**src/rtl/core_pkg.sv**
```systemverilog
// core_pkg: shared enums for the pipeline hazard controller
package core_pkg;
  typedef enum logic [1:0] {FWD_NONE = 2'd0, FWD_MEM = 2'd1, FWD_WB = 2'd2} fwd_sel_e;
  typedef enum logic [1:0] {S_RUN, S_FLUSH, S_MEM_WAIT} ctrl_state_e;
endpackage

```
**src/rtl/pipeline_ctrl_fwd_unit.sv**
```systemverilog
// fwd_unit: EX operand forwarding select, MEM result preferred over WB, x0 never forwarded
module fwd_unit
  import core_pkg::*;
(
  input  logic [4:0] rs,
  input  logic [4:0] mem_rd,
  input  logic       mem_we,
  input  logic [4:0] wb_rd,
  input  logic       wb_we,
  output logic [1:0] sel
);
  assign sel = (mem_we && mem_rd == rs && mem_rd != 5'd0) ? FWD_MEM :
               (wb_we && wb_rd == rs && wb_rd != 5'd0)    ? FWD_WB  : FWD_NONE;
endmodule

```
**src/rtl/pipeline_ctrl.sv**
```systemverilog
// pipeline_ctrl: stall/flush sequencing, forwarding selects, mem-wait watchdog and perf counters
module pipeline_ctrl
  import core_pkg::*;
#(
  parameter int FLUSH_CYC = 2,
  parameter int TIMEOUT   = 255,
  parameter int CNT_WIDTH = 32
) (
  input  logic                 clk,
  input  logic                 rst,
  input  logic [4:0]           id_rs1_i,
  input  logic [4:0]           id_rs2_i,
  input  logic                 id_use_rs1_i,
  input  logic                 id_use_rs2_i,
  input  logic [4:0]           ex_rd_i,
  input  logic                 ex_MemRead_i,
  input  logic                 ex_RegWrite_i,
  input  logic [4:0]           ex_rs1_i,
  input  logic [4:0]           ex_rs2_i,
  input  logic [4:0]           mem_rd_i,
  input  logic                 mem_RegWrite_i,
  input  logic [4:0]           wb_rd_i,
  input  logic                 wb_RegWrite_i,
  input  logic                 ex_redirect_i,
  input  logic                 dmem_req_i,
  input  logic                 dmem_ready_i,
  output logic                 pc_en_o,
  output logic                 if2id_en_o,
  output logic                 id2ex_en_o,
  output logic                 ex2mem_en_o,
  output logic                 if2id_flush_o,
  output logic                 id2ex_flush_o,
  output logic [1:0]           fwd_a_o,
  output logic [1:0]           fwd_b_o,
  output logic                 bus_err_o,
  output logic [CNT_WIDTH-1:0] stall_cnt_o,
  output logic [CNT_WIDTH-1:0] flush_cnt_o
);
  localparam int WW = $clog2(TIMEOUT + 1);
  ctrl_state_e state, state_n, ret, ret_n, ctx;
  logic [1:0] fcnt, fcnt_n, fa, fb;
  logic [WW-1:0] wcnt, wcnt_n;
  logic lu, mw_raw, mw, stall, flush_ev;
  fwd_unit u_fwd_a (.rs(ex_rs1_i), .mem_rd(mem_rd_i), .mem_we(mem_RegWrite_i),
                    .wb_rd(wb_rd_i), .wb_we(wb_RegWrite_i), .sel(fa));
  fwd_unit u_fwd_b (.rs(ex_rs2_i), .mem_rd(mem_rd_i), .mem_we(mem_RegWrite_i),
                    .wb_rd(wb_rd_i), .wb_we(wb_RegWrite_i), .sel(fb));
  assign fwd_a_o = rst ? FWD_NONE : fa;
  assign fwd_b_o = rst ? FWD_NONE : fb;
  assign lu = ex_MemRead_i && ex_RegWrite_i && ex_rd_i != 5'd0 &&
              ((id_use_rs1_i && id_rs1_i == ex_rd_i) || (id_use_rs2_i && id_rs2_i == ex_rd_i));
  assign mw_raw = dmem_req_i && !dmem_ready_i;
  // once the watchdog expires the wait is treated as ready until the request drops
  assign mw = mw_raw && wcnt < WW'(TIMEOUT);
  assign wcnt_n = mw ? wcnt + 1'b1 : (mw_raw ? wcnt : '0);
  assign ctx = (state == S_MEM_WAIT) ? ret : state;
  always_comb begin
    {pc_en_o, if2id_en_o, id2ex_en_o, ex2mem_en_o} = 4'hf;
    if2id_flush_o = 1'b0;
    id2ex_flush_o = 1'b0;
    state_n = ctx;
    ret_n = ret;
    fcnt_n = fcnt;
    stall = 1'b0;
    flush_ev = 1'b0;
    if (mw) begin
      {pc_en_o, if2id_en_o, id2ex_en_o, ex2mem_en_o} = 4'h0;
      state_n = S_MEM_WAIT;
      ret_n = ctx;
      stall = 1'b1;
    end else if (ex_redirect_i) begin
      if2id_flush_o = 1'b1;
      id2ex_flush_o = 1'b1;
      flush_ev = 1'b1;
      state_n = (FLUSH_CYC > 1) ? S_FLUSH : S_RUN;
      fcnt_n = 2'(FLUSH_CYC - 1);
    end else if (ctx == S_FLUSH) begin
      if2id_flush_o = 1'b1;
      fcnt_n = fcnt - 1'b1;
      state_n = (fcnt == 2'd1) ? S_RUN : S_FLUSH;
    end else if (lu) begin
      pc_en_o = 1'b0;
      if2id_en_o = 1'b0;
      id2ex_flush_o = 1'b1;
      stall = 1'b1;
    end
    if (rst) begin
      {pc_en_o, if2id_en_o, id2ex_en_o, ex2mem_en_o} = 4'h0;
      if2id_flush_o = 1'b1;
      id2ex_flush_o = 1'b1;
    end
  end
  always_ff @(posedge clk) begin
    if (rst) begin
      state <= S_RUN;
      ret <= S_RUN;
      fcnt <= '0;
      wcnt <= '0;
      bus_err_o <= 1'b0;
      stall_cnt_o <= '0;
      flush_cnt_o <= '0;
    end else begin
      state <= state_n;
      ret <= ret_n;
      fcnt <= fcnt_n;
      wcnt <= wcnt_n;
      bus_err_o <= bus_err_o || (mw && wcnt_n == WW'(TIMEOUT));
      stall_cnt_o <= stall_cnt_o + CNT_WIDTH'(stall);
      flush_cnt_o <= flush_cnt_o + CNT_WIDTH'(flush_ev);
    end
  end
endmodule

```
**config.mk**
```make
export PLATFORM = sky130hd
export DESIGN_NAME = pipeline_ctrl
export DESIGN_NICKNAME = d
export VERILOG_FILES = /design/src/rtl/core_pkg.sv /design/src/rtl/pipeline_ctrl_fwd_unit.sv /design/src/rtl/pipeline_ctrl.sv
export SDC_FILE = /design/constraint.sdc
export NUM_CORES = 1
export LEC_CHECK = 0
export BUFFER_PORTS_ARGS = -buffer_cell sky130_fd_sc_hd__buf_2
export CAP_MARGIN = 25
export CORE_MARGIN = 1.5
export CORE_UTILIZATION = 52
export CTS_CLUSTER_DIAMETER = 50
export CTS_CLUSTER_SIZE = 24
export DETAILED_ROUTE_END_ITERATION = 10
export GPL_TIMING_DRIVEN = 1
export PLACE_DENSITY_LB_ADDON = 0.2
export SETUP_SLACK_MARGIN = 0.15
export SLEW_MARGIN = 20
export SYNTH_ARGS = -nofsm -noshare
export SYNTH_HDL_FRONTEND = slang
export SYNTH_HIERARCHICAL = 1
export SYNTH_SLANG_ARGS = --single-unit
export TNS_END_PERCENT = 20
```
**constraint.sdc**
```tcl
create_clock -name clk -period 5.1 [get_ports clk]
set_clock_uncertainty 0.1 [all_clocks]
set_input_delay 1.53 -clock clk [delete_from_list [all_inputs] [get_ports clk]]
set_output_delay 1.53 -clock clk [all_outputs]
set_load 0.01 [all_outputs]
```
==> flow_metrics.tcl, run 1 <==
set metrics [dict create \
    drc 0 \
    syn_area_per_cell_um2 8.45 \
    cts_tree "built" \
    final_util 0.642 \
    syn_nets 551 \
    setup_violations 0 \
    start_kind "primary input" \
    cts.clk_slew.worst_paths_ns 0.08 \
    rsz0062_at_grt "false" \
    maxCapViolCount 0 \
    ir_worst_vdd_v 0.000154 \
    p_leak_uw 0.00191 \
    start_util 0.540 \
    routedWlPerCell_um 13.7 \
    htreeDepth 3 \
    hp-class "flop to flop" \
    yosysTopAreaCell "dfxtp_1" \
    ys_top_cells_by_count "dfxtp_1, a21oi_1, nor2_1, or4_1" \
    floorplan.rows 32 \
    synth.distinct_cells 50 \
    die_area_um2 8660 \
    grt_pass1_wl_mm 16.2 \
    grt.total_usage 0.227 \
    met2_usage 0.410 \
    dp_slack_ns 0.318 \
    cp-end-kind "flop" \
    globalRoute.busiestLayer "met2" \
    ys_ff_latch 79 \
    io_pins 121 \
    synth_top_area_frac 0.375 \
    holdCritStartpoint "fcnt[1]" \
    status "finished, final reports clean" \
    ys_seq_area_frac 0.375 \
    finalHoldViolCount 0 \
    cp.required_ns 5.28 \
    vias_per_cell 5.80 \
    maxSlewViolCount 0 \
    final_nets 657 \
    layout_worst_path_cycle_share 0.881 \
    postCtsHoldBufs 0 \
    cp_max_fo 16 \
    drt-total-wl_mm 9.75 \
    cts_setup_buffers 0 \
    grt-ovfl-total 0 \
    syn_inst 499 \
    grt_max_degree 42 \
    antenna_found_initial 0 \
    synth_flop_cell "dfxtp_1" \
    slew-limit-headroom 0.601 \
    synthesis.area_um2 4220 \
    drtPass1Iterations 4 \
    async_flop_share 0 \
    syn2layout_area_growth_pct 18.7 \
    fillers 706 \
    cts_root_buf "clkbuf_8" \
    grt_use_met1 0.265 \
    fp.dieW_um 93.1 \
    synth_area_leaders "dfxtp_1, a21oi_1, xnor2_1" \
    tightestPinTransition_ns 0.597 \
    p_per_area_nw_per_um2 231 \
    ys_warn_count 6 \
    path_class "primary input to flop" \
    final_layout_size_suffix_gt1_frac 0.257 \
    cts_buffers 9 \
    use_met3 0.0585 \
    synth_enable_flop_cells 0 \
    cts.path.max_buffers 2 \
    post_cts_resized 0 \
    synth_most_common_cell "dfxtp_1" \
    worstReg2RegStart "wcnt[0]" \
    critPathLaunch "ex_rd_i[3]" \
    routabilityCongestion 0.907 \
    numPortBuffers 120 \
    die_h_um 93.1 \
    grt_pass1_vias 3708 \
    cp.arrival_ns 4.67 \
    via_count 4131 \
    setup_ws_ns 0.606 \
    drt_iter0_drc 84 \
    placeableCoreArea_um2 7810 \
    period_minus_slack_ns 4.49 \
    clk_latency_ns 0.35 \
    ant_nets 0 \
    diodes 0 \
    fin_setup_tns_ns 0 \
    fmax_mhz 223 \
    dp_hpwl_mm 7.11 \
    clock-sinks 79 \
]
[through the flow]
| stage | hold WS (ns) | instance area, um^2 | power, uW | std cells |
|---|---|---|---|---|
| finish | 0.387 | 5010 | 1160 | 712 |
| global route | 0.417 | 5010 | 1210 | 712 |
| CTS | 0.383 | 5010 | 1170 | 712 |
| detailed placement | 0.371 | 4830 | 742 | 696 |
| global placement | 0.351 | 4830 | 738 | 696 |
| floorplan | 0.350 | 4220 | 698 | 499 |
[worst paths after layout]
| kind | endpoint | slack [ns] | depth (start not counted) |
|---|---|---|---|
| max | stall_cnt_o[28] | 0.61 | 11 |
| min | fcnt[1] | 0.39 | 2 |
| max reg2reg | flush_cnt_o[22] | 1.33 | 10 |
| min reg2reg | fcnt[1] | 0.39 | 2 |
[worst max-delay path: stages]
cell     delay [ns]
buf_2          0.12
xor2_1         0.16
nor4_1         0.38
a32oi_1        0.15
o31ai_1        0.38
ha_1           0.28
ha_1           0.24
nand4_1        0.16
or3_1          0.55
or4_1          0.57
a21oi_1        0.15
[power by group]
group | switching [uW] | total, uW | internal [uW]
Clock | 248 | 430 | 182
Sequential | 5.77 | 628 | 622
Combinational | 56.8 | 100 | 43.6
[routing by layer]
metal	wire length, um	vias up
li1	-	2054
met1	4280	1966
met2	4890	103
met3	489	8
met4	89	0
met5	0	-
[sequential cells by signal (all words and copies together) (netlist names)]
signal	cells
wcnt	8
bus_err_o	1
ret	2
fcnt	2
stall_cnt_o	32
state	2
flush_cnt_o	32
[cells in the final DEF, fill, tap and decap left out, types with 3 or more instances in the layout]
cell type / Yosys / routed
ha_1: 6 / 6
and3_1: 4 / 4
or4_1: 30 / 30
buf_4: 2 / 3
a21oi_1: 52 / 52
xor2_1: 25 / 25
or3_1: 11 / 11
nand4_2: 3 / 3
and4_1: 5 / 5
o31ai_1: 28 / 28
a31oi_1: 5 / 5
o21ai_0: 16 / 16
buf_2: 2 / 120
nor2b_1: 11 / 11
nand2b_1: 4 / 4
xnor2_1: 26 / 26
clkbuf_8: 0 / 9
inv_1: 18 / 18
nand4_1: 14 / 14
nor3_1: 13 / 13
dfxtp_1: 79 / 79
nor2_1: 31 / 31
nor4_1: 10 / 10
inv_6: 0 / 3
nand3_1: 22 / 22
nand2_1: 28 / 28
[area by class of cell]
cell class / instances / area, um^2 / share of cell area
inverters: 18 / 67.6 / 0.0135
multi-input cells: 374 / 2430 / 0.485
clock buffers: 9 / 124 / 0.0247
repair buffers: 123 / 623 / 0.124
clock inverters: 7 / 55.1 / 0.0110
flip-flops and latches: 79 / 1580 / 0.316
well taps: 102 / 128 / 0.0255
[cells by family (layout without fill, tap and decap cells)]
family,Yosys count,in the layout,synth area share
multiplexers,2,2,0.00534
AND/OR/NAND/NOR,197,197,0.270
AO/OA/AOI/OAI,118,118,0.177
buffers and inverters,46,157,0.0489
adder cells (fa/ha/maj),6,6,0.0178
flip-flops,79,79,0.375
XOR/XNOR,51,51,0.106
No activity file was read; power rests on OpenSTA's default activity.
==> run 2: changes to the inputs <==
--- a/config.mk
+++ b/config.mk
@@ -14,6 +14,7 @@
 export DETAILED_ROUTE_END_ITERATION = 10
 export GPL_TIMING_DRIVEN = 1
 export PLACE_DENSITY_LB_ADDON = 0.2
+export RECOVER_POWER = 50
 export SETUP_SLACK_MARGIN = 0.15
 export SLEW_MARGIN = 20
 export SYNTH_ARGS = -nofsm -noshare
==> run 2 against run 1 <==
Via count grew 0.34%. Global-route usage stayed put. Worst hold slack lost 0.0017 ns. Sequential share of layout area increased by 0.54 points. First-iteration DRC count up 2.4%. Total power shrank 0.21%. Final cell count did not move. Core utilization down 1.1 points. Critical path depth did not move. Design area decreased by 1.7%. Clock-buffer cell count unchanged. Critical path type unchanged. Clock power barely moved.
==> flow_metrics.tcl, run 2 (synthesis gave the netlist of run 1 again) <==
set metrics [dict create \
    status "finished, final reports clean" \
    maxSlewViolCount 0 \
    drt_iter0_drc 86 \
    min_to "fcnt[1]" \
    fin_setup_tns_ns 0 \
    hold_path_depth 2 \
    cts.clk_slew.worst_paths_ns 0.08 \
    final_nets 657 \
    cp_max_fo 16 \
    cts_buffers 9 \
    drtPass1Iterations 4 \
    post_cts_resized 0 \
    clk_latency_ns 0.35 \
    p_per_area_nw_per_um2 235 \
    routedWlPerCell_um 13.8 \
    numPortBuffers 120 \
    routabilityCongestion 0.907 \
    postCtsHoldBufs 0 \
    ir_worst_vdd_v 0.000153 \
    cts_setup_buffers 0 \
    htreeDepth 3 \
    critPathLaunch "ex_rd_i[3]" \
    mostFrequentLayoutCell "dfxtp_1" \
    r2r_end "flush_cnt_o[22]" \
    diodes 0 \
    via_count 4145 \
    finalHoldViolCount 0 \
    worstReg2RegStart "wcnt[0]" \
    p_leak_uw 0.00162 \
    instances_no_fill 712 \
    maxCapViolCount 0 \
    hp-class "flop to flop" \
    grt-ovfl-total 0 \
    grt_max_degree 42 \
    grt_pass1_wl_mm 16.2 \
    rr_worst_depth 10 \
    cp.arrival_ns 4.66 \
    vias_per_cell 5.82 \
    slew-limit-headroom 0.601 \
    drc 0 \
    placeableCoreArea_um2 7810 \
    final_layout_size_suffix_gt1_frac 0.151 \
    largestRegisters "flush_cnt_o: 32 flops, stall_cnt_o: 32 flops, wcnt: 8 flops" \
    grt_pass1_vias 3708 \
    cts.path.max_buffers 2 \
    tightestPinTransition_ns 0.594 \
    cts_tree "built" \
    ant_nets 0 \
    cts_root_buf "clkbuf_8" \
    floorplan.rows 32 \
    rsz0062_at_grt "false" \
    layout_common_cells "dfxtp_1, clkbuf_1, buf_2, a21oi_1, nor2_1" \
    io_pins 121 \
    fmax_mhz 223 \
    clock-sinks 79 \
    drt-total-wl_mm 9.85 \
    start_util 0.540 \
    grt.total_usage 0.227 \
    r2r_slack_ns 1.31 \
    holdCritStartpoint "fcnt[1]" \
    numPlacedInstances 696 \
    fp.dieW_um 93.1 \
    cp-end-kind "flop" \
    dp_hpwl_mm 7.11 \
    syn2layout_area_growth_pct 16.8 \
    die_h_um 93.1 \
    layout_worst_path_cycle_share 0.879 \
    die_area_um2 8660 \
    cp.required_ns 5.28 \
    antenna_found_initial 0 \
    setup_violations 0 \
    period_minus_slack_ns 4.48 \
    start_kind "primary input" \
    path_class "primary input to flop" \
]
run 2: changes by cell type in the layout (fill, tap and decap cells not counted), sizes merged:
cell | previous run | this run
buf | 123 | 58
clkbuf | 9 | 74
run 2: metal layers:
layer,vias up,GRT usage,wire length (um)
met3,8,0.0585,525
met5,-,0,0
met4,0,0.0543,89
met1,1973,0.265,4350
met2,107,0.410,4890
li1,2057,-,-
run 2: power breakdown:
part	switching [uW]	total (uW)	leakage [uW]	internal, uW
Clock	247	428	0.0000866	182
Combinational	56.7	99.0	0.000900	42.3
Sequential	5.85	628	0.000638	622
Total	309	1160	0.00162	846
run 2: cell type report:
class	instances	area, um^2
timing repair buffer	123	539
clock buffer	9	124
multi-input combinational	374	2430
tap	102	128
fill	739	2880
clock inverter	7	55.1
sequential	79	1580
inverter	18	67.6
run 2: critical path: stages:
cell and delay (ns):
buf_2 0.12, xor2_1 0.16, nor4_1 0.38, a32oi_1 0.15, o31ai_1 0.36, ha_1 0.27
ha_1 0.24, nand4_1 0.16, or3_1 0.56, or4_1 0.58, a21oi_1 0.15
run 2: worst max path at each step:
stage,to,cells past startpoint
after global routing,stall_cnt_o[28],11
after global placement,stall_cnt_o[28],11
final,stall_cnt_o[28],11
after CTS,stall_cnt_o[28],11
after floorplan,pc_en_o,4
after detailed placement,stall_cnt_o[22],11
run 2: metrics by stage:
stage	power [uW]	utilization	setup WS, ns	hold slack (ns)	cell area (um^2)
5_1_grt	1200	0.631	0.465	0.419	4920
3_5_place_dp	742	0.619	0.318	0.371	4830
6_report	1160	0.631	0.619	0.385	4920
2_1_floorplan	698	-	0.821	0.350	4220
4_1_cts	1170	0.642	0.663	0.383	5010
3_3_place_gp	738	0.619	0.448	0.351	4830
==> run 3: changes to the inputs <==
==> constraint.sdc (replaced) <==
create_clock -name clk -period 4.9 [get_ports clk]
set_clock_uncertainty 0.1 [all_clocks]
set_input_delay 1.47 -clock clk [delete_from_list [all_inputs] [get_ports clk]]
set_output_delay 1.47 -clock clk [all_outputs]
set_load 0.01 [all_outputs]
==> run 3 against run 2 <==
Design area rose by 1.1%. Clock power rose by 28%. Core utilization rose by 0.67 points. Worst setup slack got worse by 0.12 ns. Worst hold slack got worse by 0.0071 ns. Combinational power rose by 4%. Die area did not move. Sequential power rose by 4.0%. Wire length fell by 0.67%. Critical path type unchanged. Largest cell class unchanged.
==> flow_metrics.tcl, run 3 (synthesis gave the netlist of run 1 again) <==
set metrics [dict create \
    ir_worst_vdd_v 0.000169 \
    postCtsHoldBufs 0 \
    cp.required_ns 5.07 \
    drt_iter0_drc 118 \
    diodes 0 \
    post_cts_resized 0 \
    grt_max_degree 42 \
    crit_chain "buf_2 > xor2_1 > nor4_1 > a32oi_1 > o31ai_1 > ha_1 > ha_1 > nand4_1 > or3_1 > or4_1 > a21oi_1" \
    grt-ovfl-total 0 \
    start_util 0.540 \
    drtPass1Iterations 4 \
    finalHoldViolCount 0 \
    critPathSlowestCell "or4_1" \
    vias_per_cell 5.70 \
    worstReg2RegStart "wcnt[0]" \
    cts_tree "built" \
    rr_worst_depth 10 \
    cp_max_fo 16 \
    cts_root_buf "clkbuf_8" \
    tightestPinTransition_ns 0.586 \
    final_nets 658 \
    wl_met2_mm 4.90 \
    hp-class "flop to flop" \
    htreeDepth 3 \
    multi_input_area_um2 2430 \
    slowest_delay_ns 0.58 \
    antenna_found_initial 0 \
    drt-total-wl_mm 9.78 \
    drc 0 \
    fp.dieW_um 93.1 \
    numPortBuffers 120 \
    die_h_um 93.1 \
    critPathLaunch "ex_rd_i[4]" \
    path_delay_family "simple AND/OR/NAND/NOR gates" \
    cpMostUsedCell "ha_1" \
    layout_worst_path_cycle_share 0.898 \
    via_count 4066 \
    setup_violations 0 \
    r2r_end "flush_cnt_o[22]" \
    ant_nets 0 \
    p_leak_uw 0.00165 \
    fin_setup_tns_ns 0 \
    clkPwrFrac 0.420 \
    cts.path.max_buffers 2 \
    routabilityCongestion 0.906 \
    crit_end "stall_cnt_o[22]" \
    io_pins 121 \
    p_per_area_nw_per_um2 262 \
    cp_num_cells 11 \
    clock-sinks 79 \
    sw_frac_of_total 0.245 \
    start_kind "primary input" \
    r2r_slack_ns 1.29 \
    grt_pass1_vias 3747 \
    period_minus_slack_ns 4.40 \
    floorplan.rows 32 \
    status "finished, final reports clean" \
    placeableCoreArea_um2 7810 \
    slew-limit-headroom 0.606 \
    routedWlPerCell_um 13.7 \
    clk_latency_ns 0.35 \
    cp-end-kind "flop" \
    layout_common_cells "dfxtp_1, clkbuf_1, buf_2, a21oi_1, nor2_1" \
    dp_hpwl_mm 7.09 \
    path_class "primary input to flop" \
    maxCapViolCount 0 \
    met1Wirelength_mm 4.31 \
    top_layer "met4" \
    cp.arrival_ns 4.57 \
    mostFrequentLayoutCell "dfxtp_1" \
    path_buf_inv 1 \
    wl_met3_um 507 \
    cts.clk_slew.worst_paths_ns 0.08 \
    grt_pass1_wl_mm 16.4 \
    final_layout_size_suffix_gt1_frac 0.152 \
    power.switching_uw 320 \
    cts_setup_buffers 0 \
    fmax_mhz 227 \
    fillers 742 \
    die_area_um2 8660 \
    grt.total_usage 0.227 \
    rsz0062_at_grt "false" \
    largestRegisters "flush_cnt_o: 32 flops, stall_cnt_o: 32 flops, wcnt: 8 flops" \
    internal_power_uw 985 \
    cts_buffers 9 \
    maxSlewViolCount 0 \
    pwr-share-seq 0.501 \
    hold_ws_ns 0.378 \
    syn2layout_area_growth_pct 18.0 \
    regArea_um2 1580 \
    combPwrFrac 0.079 \
]
run 3: changes by cell type in the layout (fill, tap and decap cells not counted):
| cell | before | now |
|---|---|---|
| bufinv_16 | 0 | 2 |
| buf_2 | 56 | 57 |
| clkinv_2 | 1 | 0 |
| clkinvlp_4 | 2 | 1 |
run 3: worst min path at each step:
stage | from | endpoint | slack, ns | depth (start not counted)
5_1_grt | bus_err_o | bus_err_o | 0.40 | 2
3_3_place_gp | bus_err_o | bus_err_o | 0.35 | 2
2_1_floorplan | fcnt[1] | fcnt[1] | 0.35 | 2
3_5_place_dp | bus_err_o | bus_err_o | 0.37 | 2
4_1_cts | bus_err_o | bus_err_o | 0.38 | 2
6_report | bus_err_o | bus_err_o | 0.38 | 2
run 3: power by group through the flow:
stage / Combinational (uW) / Clock (uW) / Sequential (uW)
final: 103 / 548 / 653
after global routing: 116 / 588 / 655
after detailed placement: 105 / 0 / 668
after floorplan: 57.5 / 0 / 669
after global placement: 101 / 0 / 668
after CTS: 105 / 562 / 653
run 3: worst register-to-register path: stages (launching register included):
cell and delay [ns]:
dfxtp_1 0.38, ha_1 0.25, and3_1 0.30, a21o_1 0.17
and2_0 0.16, ha_1 0.23, ha_1 0.20, nand3_1 0.23
or4_1 0.82, or4_1 0.57, a21oi_1 0.15
run 3: through the flow:
step	utilization	setup slack (ns)	cells	power (uW)	cell area (um^2)
4_1_cts	0.649	0.474	713	1320	5060
6_report	0.638	0.499	713	1300	4980
2_1_floorplan	-	0.741	499	726	4220
3_3_place_gp	0.620	0.311	697	769	4840
5_1_grt	0.638	0.297	713	1360	4980
3_5_place_dp	0.620	0.105	697	773	4840
run 3: routing by layer:
metal	vias to the layer above	track usage
met4	0	0.0568
li1	2061	-
met2	103	0.400
met5	-	0
met3	5	0.0585
met1	1897	0.274
run 3: cell type report:
type                    count  area share
flip-flops and latches     79       0.318
clock buffers               9      0.0249
repair buffers            124       0.109
well taps                 102      0.0256
inverters                  18      0.0136
multi-input cells         374       0.488
clock inverters             7      0.0206
